--- src/rtl/fir_stream_pkg.sv ---
// Shared constants and types for the FIR result streamer.
// The FIFO entry keeps the saturation flag next to the sample it describes,
// so the flag always leaves the FIFO together with its sample.
package fir_stream_pkg;

  localparam int ECG_IN_W    = 59;
  localparam int FIR_LATENCY = 9;
  localparam int SAMPLE_W    = 16;

  // Signed clamp limits of the output sample, as raw bit patterns
  localparam logic [SAMPLE_W-1:0] SAT_MAX = {1'b0, {(SAMPLE_W-1){1'b1}}};
  localparam logic [SAMPLE_W-1:0] SAT_MIN = {1'b1, {(SAMPLE_W-1){1'b0}}};

  typedef struct packed {
    logic                sat;
    logic [SAMPLE_W-1:0] data;
  } fifo_entry_t;

endpackage

--- src/rtl/sync_fifo_fwft.sv ---
// Single-clock first-word fall-through FIFO.
// The pointers carry one extra wrap bit so that full and empty can be told
// apart when the address bits match. A push while full is accepted only
// when a pop happens in the same cycle, which frees the head slot that the
// write then reuses.
module sync_fifo_fwft #(
  parameter  int WIDTH = 17,
  parameter  int DEPTH = 16,
  localparam int AW    = $clog2(DEPTH)
) (
  input  logic             clk,
  input  logic             rst_n,
  input  logic             push,
  input  logic [WIDTH-1:0] din,
  input  logic             pop,
  output logic [WIDTH-1:0] dout,
  output logic             full,
  output logic             empty,
  output logic [AW:0]      level
);

  logic [WIDTH-1:0] mem [DEPTH];
  logic [AW:0]      wr_ptr;
  logic [AW:0]      rd_ptr;
  logic             do_push;
  logic             do_pop;

  assign empty   = (wr_ptr == rd_ptr);
  assign full    = (wr_ptr[AW] != rd_ptr[AW]) && (wr_ptr[AW-1:0] == rd_ptr[AW-1:0]);
  assign level   = wr_ptr - rd_ptr;
  assign do_pop  = pop && !empty;
  assign do_push = push && (!full || do_pop);
  assign dout    = mem[rd_ptr[AW-1:0]];

  // Storage array; contents need no reset since the pointers gate visibility
  always_ff @(posedge clk) begin
    if (do_push) begin
      mem[wr_ptr[AW-1:0]] <= din;
    end
  end

  // Write and read pointers, cleared on reset to discard buffered entries
  always_ff @(posedge clk or negedge rst_n) begin
    if (!rst_n) begin
      wr_ptr <= '0;
      rd_ptr <= '0;
    end else begin
      if (do_push) begin
        wr_ptr <= wr_ptr + 1'b1;
      end
      if (do_pop) begin
        rd_ptr <= rd_ptr + 1'b1;
      end
    end
  end

endmodule

--- src/rtl/fir_result_streamer.sv ---
// Output side of the ECG band-pass FIR.
// The filter runs free with no valid, so a delay line matched to its latency
// marks the cycles whose y_in belongs to a real input sample. Those results
// are rounded, saturated to a signed sample and queued for a valid/ready
// consumer, with overflow and saturation diagnostics alongside.
module fir_result_streamer
  import fir_stream_pkg::*;
#(
  parameter int IN_W    = ECG_IN_W,
  parameter int OUT_W   = SAMPLE_W,
  parameter int LATENCY = FIR_LATENCY,
  parameter int SHIFT   = 0,
  parameter int DEPTH   = 16
) (
  input  logic                     clk,
  input  logic                     rst_n,
  input  logic                     smp_valid_in,
  input  logic [IN_W-1:0]          y_in,
  output logic                     m_valid,
  input  logic                     m_ready,
  output logic [OUT_W-1:0]         m_data,
  output logic                     m_sat,
  output logic [$clog2(DEPTH):0]   fifo_level,
  output logic                     ovf_sticky,
  input  logic                     ovf_clr,
  output logic [15:0]              sat_count
);

  // Clamp limits sign-extended to the width of the rounded intermediate
  localparam logic signed [IN_W:0] T_MAX = {{(IN_W-OUT_W+2){1'b0}}, {(OUT_W-1){1'b1}}};
  localparam logic signed [IN_W:0] T_MIN = {{(IN_W-OUT_W+2){1'b1}}, {(OUT_W-1){1'b0}}};

  logic [LATENCY-1:0]      vld_pipe;
  logic                    capture;
  logic signed [IN_W:0]    y_ext;
  logic signed [IN_W:0]    t;
  logic                    sat_hi;
  logic                    sat_lo;
  logic                    sat;
  logic [SAMPLE_W-1:0]     sat_val;
  fifo_entry_t             wr_entry;
  logic [$bits(fifo_entry_t)-1:0] rd_bits;
  fifo_entry_t             rd_entry;
  logic                    full;
  logic                    empty;
  logic                    push;
  logic                    pop;
  logic                    drop;

  // Valid delay line: the oldest bit lines up with the filter output of that sample
  always_ff @(posedge clk or negedge rst_n) begin
    if (!rst_n) begin
      vld_pipe <= '0;
    end else begin
      vld_pipe <= (vld_pipe << 1) | LATENCY'(smp_valid_in);
    end
  end

  assign capture = vld_pipe[LATENCY-1];

  // One extra bit of headroom so the rounding offset can never wrap
  assign y_ext = {y_in[IN_W-1], y_in};

  generate
    if (SHIFT > 0) begin : g_round
      localparam logic signed [IN_W:0] HALF = {{IN_W{1'b0}}, 1'b1} << (SHIFT - 1);
      logic signed [IN_W:0] sum;
      assign sum = y_ext + HALF;
      assign t   = sum >>> SHIFT;
    end else begin : g_pass
      assign t = y_ext;
    end
  endgenerate

  assign sat_hi = (t > T_MAX);
  assign sat_lo = (t < T_MIN);
  assign sat    = sat_hi || sat_lo;

  // Clamp out-of-range results, otherwise keep the low sample bits
  always_comb begin
    sat_val = t[SAMPLE_W-1:0];
    if (sat_hi) begin
      sat_val = SAT_MAX;
    end else if (sat_lo) begin
      sat_val = SAT_MIN;
    end
  end

  assign wr_entry.sat  = sat;
  assign wr_entry.data = sat_val;

  // A capture into a full FIFO survives only if the head leaves in the same cycle
  assign pop  = !empty && m_ready;
  assign push = capture && (!full || pop);
  assign drop = capture && full && !pop;

  sync_fifo_fwft #(
    .WIDTH ($bits(fifo_entry_t)),
    .DEPTH (DEPTH)
  ) u_fifo (
    .clk   (clk),
    .rst_n (rst_n),
    .push  (push),
    .din   (wr_entry),
    .pop   (pop),
    .dout  (rd_bits),
    .full  (full),
    .empty (empty),
    .level (fifo_level)
  );

  assign rd_entry = fifo_entry_t'(rd_bits);
  assign m_valid  = !empty;
  assign m_data   = empty ? '0 : rd_entry.data;
  assign m_sat    = !empty && rd_entry.sat;

  // Overflow flag: a drop in the same cycle as a clear wins
  always_ff @(posedge clk or negedge rst_n) begin
    if (!rst_n) begin
      ovf_sticky <= 1'b0;
    end else if (drop) begin
      ovf_sticky <= 1'b1;
    end else if (ovf_clr) begin
      ovf_sticky <= 1'b0;
    end
  end

  // Saturation counter, counting dropped captures too, and holding at its maximum
  always_ff @(posedge clk or negedge rst_n) begin
    if (!rst_n) begin
      sat_count <= '0;
    end else if (capture && sat && (sat_count != 16'hFFFF)) begin
      sat_count <= sat_count + 16'd1;
    end
  end

endmodule

--- config.mk ---
export PLATFORM = sky130hd
export DESIGN_NAME = fir_result_streamer
export DESIGN_NICKNAME = d
export VERILOG_FILES = /design/src/rtl/fir_stream_pkg.sv /design/src/rtl/sync_fifo_fwft.sv /design/src/rtl/fir_result_streamer.sv
export SDC_FILE = /design/constraint.sdc
export NUM_CORES = 1
export LEC_CHECK = 0
export ABC_AREA = 1
export ABC_CLOCK_PERIOD_IN_PS = 4300
export CAP_MARGIN = 20
export CORE_ASPECT_RATIO = 0.6
export CORE_UTILIZATION = 48
export CTS_CLUSTER_SIZE = 25
export DETAILED_ROUTE_END_ITERATION = 10
export PLACE_DENSITY = 0.66
export RECOVER_POWER = 25
export REMOVE_ABC_BUFFERS = 1
export SLEW_MARGIN = 20
export SYNTH_ARGS = -nofsm -noshare
export SYNTH_HDL_FRONTEND = slang
export SYNTH_HIERARCHICAL = 1
export SYNTH_SLANG_ARGS = --single-unit
export TNS_END_PERCENT = 50
--- constraint.sdc ---
create_clock -name clk -period 4.3 [get_ports clk]
set_clock_uncertainty 0.2 [all_clocks]
set_input_delay 1.29 -clock clk [delete_from_list [all_inputs] [get_ports clk]]
set_output_delay 1.29 -clock clk [all_outputs]
set_load 0.03 [all_outputs]
* Word level (Yosys, flattened, before mapping)
Memory sizes are Yosys's and may differ from the RTL's.
Cells that the tools add are included.
** Operators by class
- Add/sub/neg operators :: 4
- Order comparisons :: 2
- Equal/unequal tests :: 4
- Mux-type cells :: 7
- Bitwise operators :: 1
- Reductions and logical operators :: 17
** Operators by type and width (number)
- $gt A59 B16 Y1 const B :: 1
- $lt A59 B16 Y1 const B :: 1
- $mux W16 :: 3
- $add A16 B1 Y16 const B :: 1
- $ne A16 B16 Y1 const B :: 1
- $add A5 B1 Y5 const B :: 2
- $logic_and A1 B1 Y1 :: 10
- $or A9 B1 Y9 :: 1
- $eq A5 B5 Y1 :: 1
- $sub A5 B5 Y5 :: 1
- $eq A4 B4 Y1 :: 1
- $mux W1 :: 4
- $logic_not A1 Y1 :: 3
- $logic_or A1 B1 Y1 :: 3
- $reduce_bool A2 Y1 :: 1
- $ne A1 B1 Y1 :: 1
** Storage, ports and cells
- Register bits :: 36
- Bits in writable memories :: 272
- Bits of input ports :: 64
- Output and inout bits :: 40
- Logic and storage cells :: 41
- Memories :: 1
** Memories
- u_fifo.mem :: words 16, bits a word 17, read ports 1, clocked after Yosys merged registers in 0, wr ports 1, RTL line sync_fifo_fwft.sv:22 : logic [WIDTH-1:0] mem [DEPTH];

* Longest topological paths before layout
- Word-level depth :: 8
- Depth in mapped cells :: 18
- Mapped depth without buffers :: 14

* Hierarchy
Netlist, hierarchy kept.
** By module, submodules not included
- sync_fifo_fwft :: instances 1, cells each 1291, area an instance 12708.4 um2, sequential area each 8418.1 um2
- fir_result_streamer :: instances 1, cells each 317, area an instance 1959.4 um2, sequential area each 650.6 um2

* Least setup slack after synthesis
Ideal clock, no wire load.
- Kind :: register to register
- From :: register u_fifo.rd_ptr[3]
- To :: memory u_fifo.mem[12][0], enable pin
- Setup time :: 0.390 ns
- Arrival time :: 3.319 ns
- Data required time :: 3.710 ns
- Setup slack :: 0.391 ns
- Cell stages (with the launch flop) :: 16
- Buffers on the path :: 4
- Clock period less this slack :: 3.909 ns
- Cell sequence :: dfrtp_1 inv_1 buf_2 buf_2 ha_1 nand2_2 nor2_4 nand2_1 inv_1 clkbuf_1 inv_1 nand2_1 a21oi_1 nand2_4 buf_4 nor2_1
** Between the ends
- Word-level cells in the longest chain between the ends :: 8
- Elaborated cells between the ends (all ways) :: 13
- Classes of those cells :: eq/ne (2); mux (2); reduce/logical (9)
** Ends and longest elaborated chain
- start, declared :: RTL line sync_fifo_fwft.sv:24 : logic [AW:0] rd_ptr;
- start signal, assigned :: RTL line sync_fifo_fwft.sv:52 : rd_ptr <= rd_ptr + 1'b1;
- $eq A5 B5 Y1 :: RTL line sync_fifo_fwft.sv:28 : assign empty = (wr_ptr == rd_ptr);
- net empty :: RTL line fir_result_streamer.sv:45 : logic empty;
- $logic_not A1 Y1
- net m_valid :: RTL line fir_result_streamer.sv:19 : output logic m_valid,
- $logic_and A1 B1 Y1 :: RTL line fir_result_streamer.sv:93 : assign pop = !empty && m_ready;
- $logic_or A1 B1 Y1 :: RTL line fir_result_streamer.sv:94 : assign push = capture && (!full || pop);
- $logic_and A1 B1 Y1 :: RTL line fir_result_streamer.sv:94
- net push :: RTL line fir_result_streamer.sv:46 : logic push;
- $logic_and A1 B1 Y1 :: RTL line sync_fifo_fwft.sv:32 : assign do_push = push && (!full || do_pop);
- $mux W1 :: RTL line sync_fifo_fwft.sv:37 : if (do_push) begin
- $mux W1 (implied by the code) :: RTL line sync_fifo_fwft.sv:38 : mem[wr_ptr[AW-1:0]] <= din;
- end, declared :: RTL line sync_fifo_fwft.sv:22
The timed path passes the listed nets, and every way through them passes these cells.

* Worst setup path after layout
- From :: register u_fifo.rd_ptr[0]
- To :: output m_data[4]
** Between the ends
- Word-level cells in the longest chain between the ends :: 2
- Elaborated cells between the ends (all ways) :: 3
- Classes of those cells :: eq/ne (1); mux (1); memory (1)
** Ends and longest elaborated chain
- $mem_v2 Z16 W17
- net rd_bits[4] :: RTL line fir_result_streamer.sv:42 : logic [$bits(fifo_entry_t)-1:0] rd_bits;
- $mux W16 :: RTL line fir_result_streamer.sv:114 : assign m_data = empty ? '0 : rd_entry.data;
- end, declared :: RTL line fir_result_streamer.sv:21 : output logic [OUT_W-1:0] m_data,
The timed path passes the listed nets, and every way through them passes these cells.

==> impl_metrics.py <==
metrics = {
    "status": {
        "status": "complete, but fails checks",
        "violations": "max-capacitance violations, max-slew violations",
    },
    "logic_synthesis": {
        "synth_area_leader_cell": "edfxtp_1",
        "ys_top_cells_by_count": "nand2_1, inv_1, edfxtp_1, nand3_1, nor2_1",
        "ys_types": 30,
        "yosys_most_used_dff": "edfxtp_1",
        "synthCells": 1608,
        "yosysMostFrequentCell": "nand2_1",
        "syn_avg_cell_area_um2": 9.12,
        "synthTopCellsByArea": "edfxtp_1, nand2_1, inv_1",
        "yosys.area.top_type_share": 0.557,
        "async_flop_share": 0.117,
        "synth_area_um2": 14700,
        "seq_area_frac_synth": 0.618,
        "synth_seq_cells": 308,
        "synth-warning-count": 6,
        "synth_edf_count": 272,
    },
    "drt": {
        "viasPerCell": 4.93,
        "dr.pass1.iters": 5,
        "ant_nets": 0,
        "drc_errors": 0,
        "drtIter0Drc": 1035,
        "vias": 10700,
        "wl_per_cell_um": 17.0,
        "postRouteWirelength_um": 36700,
    },
    "critical_path": {
        "path_cells": "inv_6, buf_16, nand2_1, nand2_1, nand2_1, nand3_1, nand3_1, nand2_1, inv_1, nor2_1, dlygate4sd2_1",
        "cp_num_buf_inv": 4,
        "cp_common_cell": "nand2_1",
        "arrival_ns": 2.59,
        "cp_top_family": "buffers and inverters",
        "crit_path_end_kind": "output port",
        "max_stage_delay_ns": 0.58,
        "required_ns": 2.81,
        "crit_type": "flop to output port",
        "critPathLaunchType": "flop",
        "crit_fanout": 53,
        "cp_slowest_cell": "dfrtp_4",
    },
    "sta": {
        "layout_min_cycle_time_ns": 4.08,
        "hold_viol": 0,
        "clock.fmax_mhz": 245,
        "relSlewSlack": -0.340,
        "finalWorstSetupSlack_ns": 0.218,
        "fin_crit_sh": 0.949,
        "grt_setup_unrepaired": "no",
        "drv_slew": 37,
        "setup_viol": 0,
        "worst_slew_pin_slew_ns": 2.01,
    },
    "clock_tree": {
        "cts_hold_buf": 0,
        "clk_latency_ns": 0.56,
        "clockRootBuffer": "clkbuf_16",
        "cts_buffer_depth": 3,
        "cts.reportedPaths.clkPinSlew_ns": 0.06,
        "cts_tree": "built",
        "cts_buffers": 29,
        "cts_setup_buffers": 0,
        "cts.sinks": 308,
        "cts_max_level": 1,
    },
    "layout": {
        "syn_to_final_growth_pct": 17.2,
        "drive_gt1_frac": 0.0645,
        "layout.nets": 1808,
        "final_cell_area_um2": 17200,
        "fin_util": 0.574,
        "diodes": 0,
    },
    "power_and_ir_drop": {
        "powerDensity_nw_per_um2": 615,
        "vdd_ir_drop_max_uv": 526,
        "leakage_uw": 0.00781,
        "report.power.total_uw": 10600,
    },
    "placed_design": {
        "gp_congestion": 0.860,
        "dp.final_hpwl_um": 22500,
        "placed_area_um2": 16400,
        "place_ws_ns": 0.298,
        "io_buffers": 103,
    },
    "grt": {
        "grt_pass1_wl_um": 56100,
        "gr-total-overflow": 0,
        "track_usage": 0.243,
        "grt_max_degree": 89,
        "antenna_found_initial": 1,
        "first_global_vias": 9717,
    },
    "floorplan": {
        "core.rowCount": 49,
        "initial_core_util": 0.489,
        "dieArea_um2": 31300,
        "core-area_um2": 30000,
        "die_w_um": 228,
        "die_h_um": 137,
        "ios": 104,
    },
    "hold_path": {
        "hp-class": "flop to flop",
    },
    "job": {
        "max_cap_viol_count": 1,
    },
}
-- timing repair --
action | in CTS | in global routing
setup endpoints to repair | 16 | 1
pin swaps | 0 | 0
endpoints found under the hold margin | 0 | 0
gates resized for setup | 16 | 2
-- cell families after synthesis --
kind of cell,synth area share
adders and majority gates,0.00990
and+or+nand+nor,0.251
xor gates and xnor gates,0.0131
DFF,0.618
buffers and inverters,0.103
AOI/OAI and AO/OA,0.00427
-- path summary, 6_finish.rpt --
| check | start | end | slack, ns | cells after the start |
|---|---|---|---|---|
| min reg2reg | vld_pipe[0] | vld_pipe[1] | 0.15 | 0 |
| max reg2reg | u_fifo/rd_ptr[0] | u_fifo/mem[8][2] | 0.31 | 13 |
| min in group asynchronous | rst_n | sat_count[1] | 1.09 | 1 |
| min | vld_pipe[0] | vld_pipe[1] | 0.15 | 0 |
| max | u_fifo/rd_ptr[0] | m_data[4] | 0.22 | 11 |
| max in group asynchronous | rst_n | u_fifo/rd_ptr[0] | 1.38 | 1 |
-- worst register-to-register path: stages, from the launching register on --
cell	delay [ns]
dfrtp_4	0.58
ha_1	0.35
nand2_1	0.16
nor2_4	0.06
nand2_1	0.08
inv_1	0.05
buf_4	0.18
inv_1	0.08
nand2_1	0.10
a21oi_1	0.15
buf_4	0.16
nand2_1	0.53
nor2_2	0.70
buf_4	0.31
-- state kept, by name, indices dropped and copies added (netlist names) --
register	cells
u_fifo/wr_ptr	5
u_fifo/rd_ptr	5
ovf_sticky	1
sat_count	16
u_fifo/mem	272
vld_pipe	9
-- metal layers --
metal / GRT usage / wire length [µm]
met3: 0.0414 / 2860
met4: 0.0667 / 902
met5: 0 / 0
met1: 0.359 / 16800
met2: 0.370 / 16100
-- cell usage in the layout (no fill, tap or decap), types with 2 or more instances in the layout --
cell type / count
nor3_1: 4
dlygate4sd3_1: 16
o21ai_0: 4
dfrtp_1: 34
xor2_1: 18
clkdlybuf4s50_1: 65
nor2_4: 2
inv_1: 308
xnor2_1: 4
nor2_2: 16
nand2_1: 570
a21oi_1: 3
buf_12: 8
clkinv_1: 10
nand3_1: 205
dlygate4sd2_1: 16
ha_1: 10
buf_4: 44
nand4_1: 10
clkbuf_1: 16
nor2_1: 71
edfxtp_1: 272
clkbuf_16: 29
clkinv_2: 3
-- report_power, final --
group          switching, µW  internal [µW]  leakage (µW)
registers                151           3570       0.00289
logic                   3060           1440       0.00451
clock network           1060           1290      0.000407
total                   4270           6300       0.00781
-- layout make-up --
| cell class | count | area, µm² |
|---|---|---|
| Fill cell | 2560 | 12800 |
| Sequential cell | 308 | 9070 |
| Timing Repair Buffer | 157 | 1500 |
| Multi-Input combinational cell | 925 | 4100 |
| Tap cell | 408 | 510 |
| Inverter | 312 | 1180 |
| Clock buffer | 38 | 759 |
| Clock inverter | 13 | 82.6 |
-- through the flow --
stage          cells  hold slack [ns]  setup TNS (ns)
2_1_floorplan   1545            0.131         -420.20
3_3_place_gp    2110            0.134               0
3_5_place_dp    2110            0.137               0
4_1_cts         2161            0.150               0
5_1_grt         2161            0.167               0
6_report        2161            0.146               0
No activity file was read; power rests on OpenSTA's default activity.
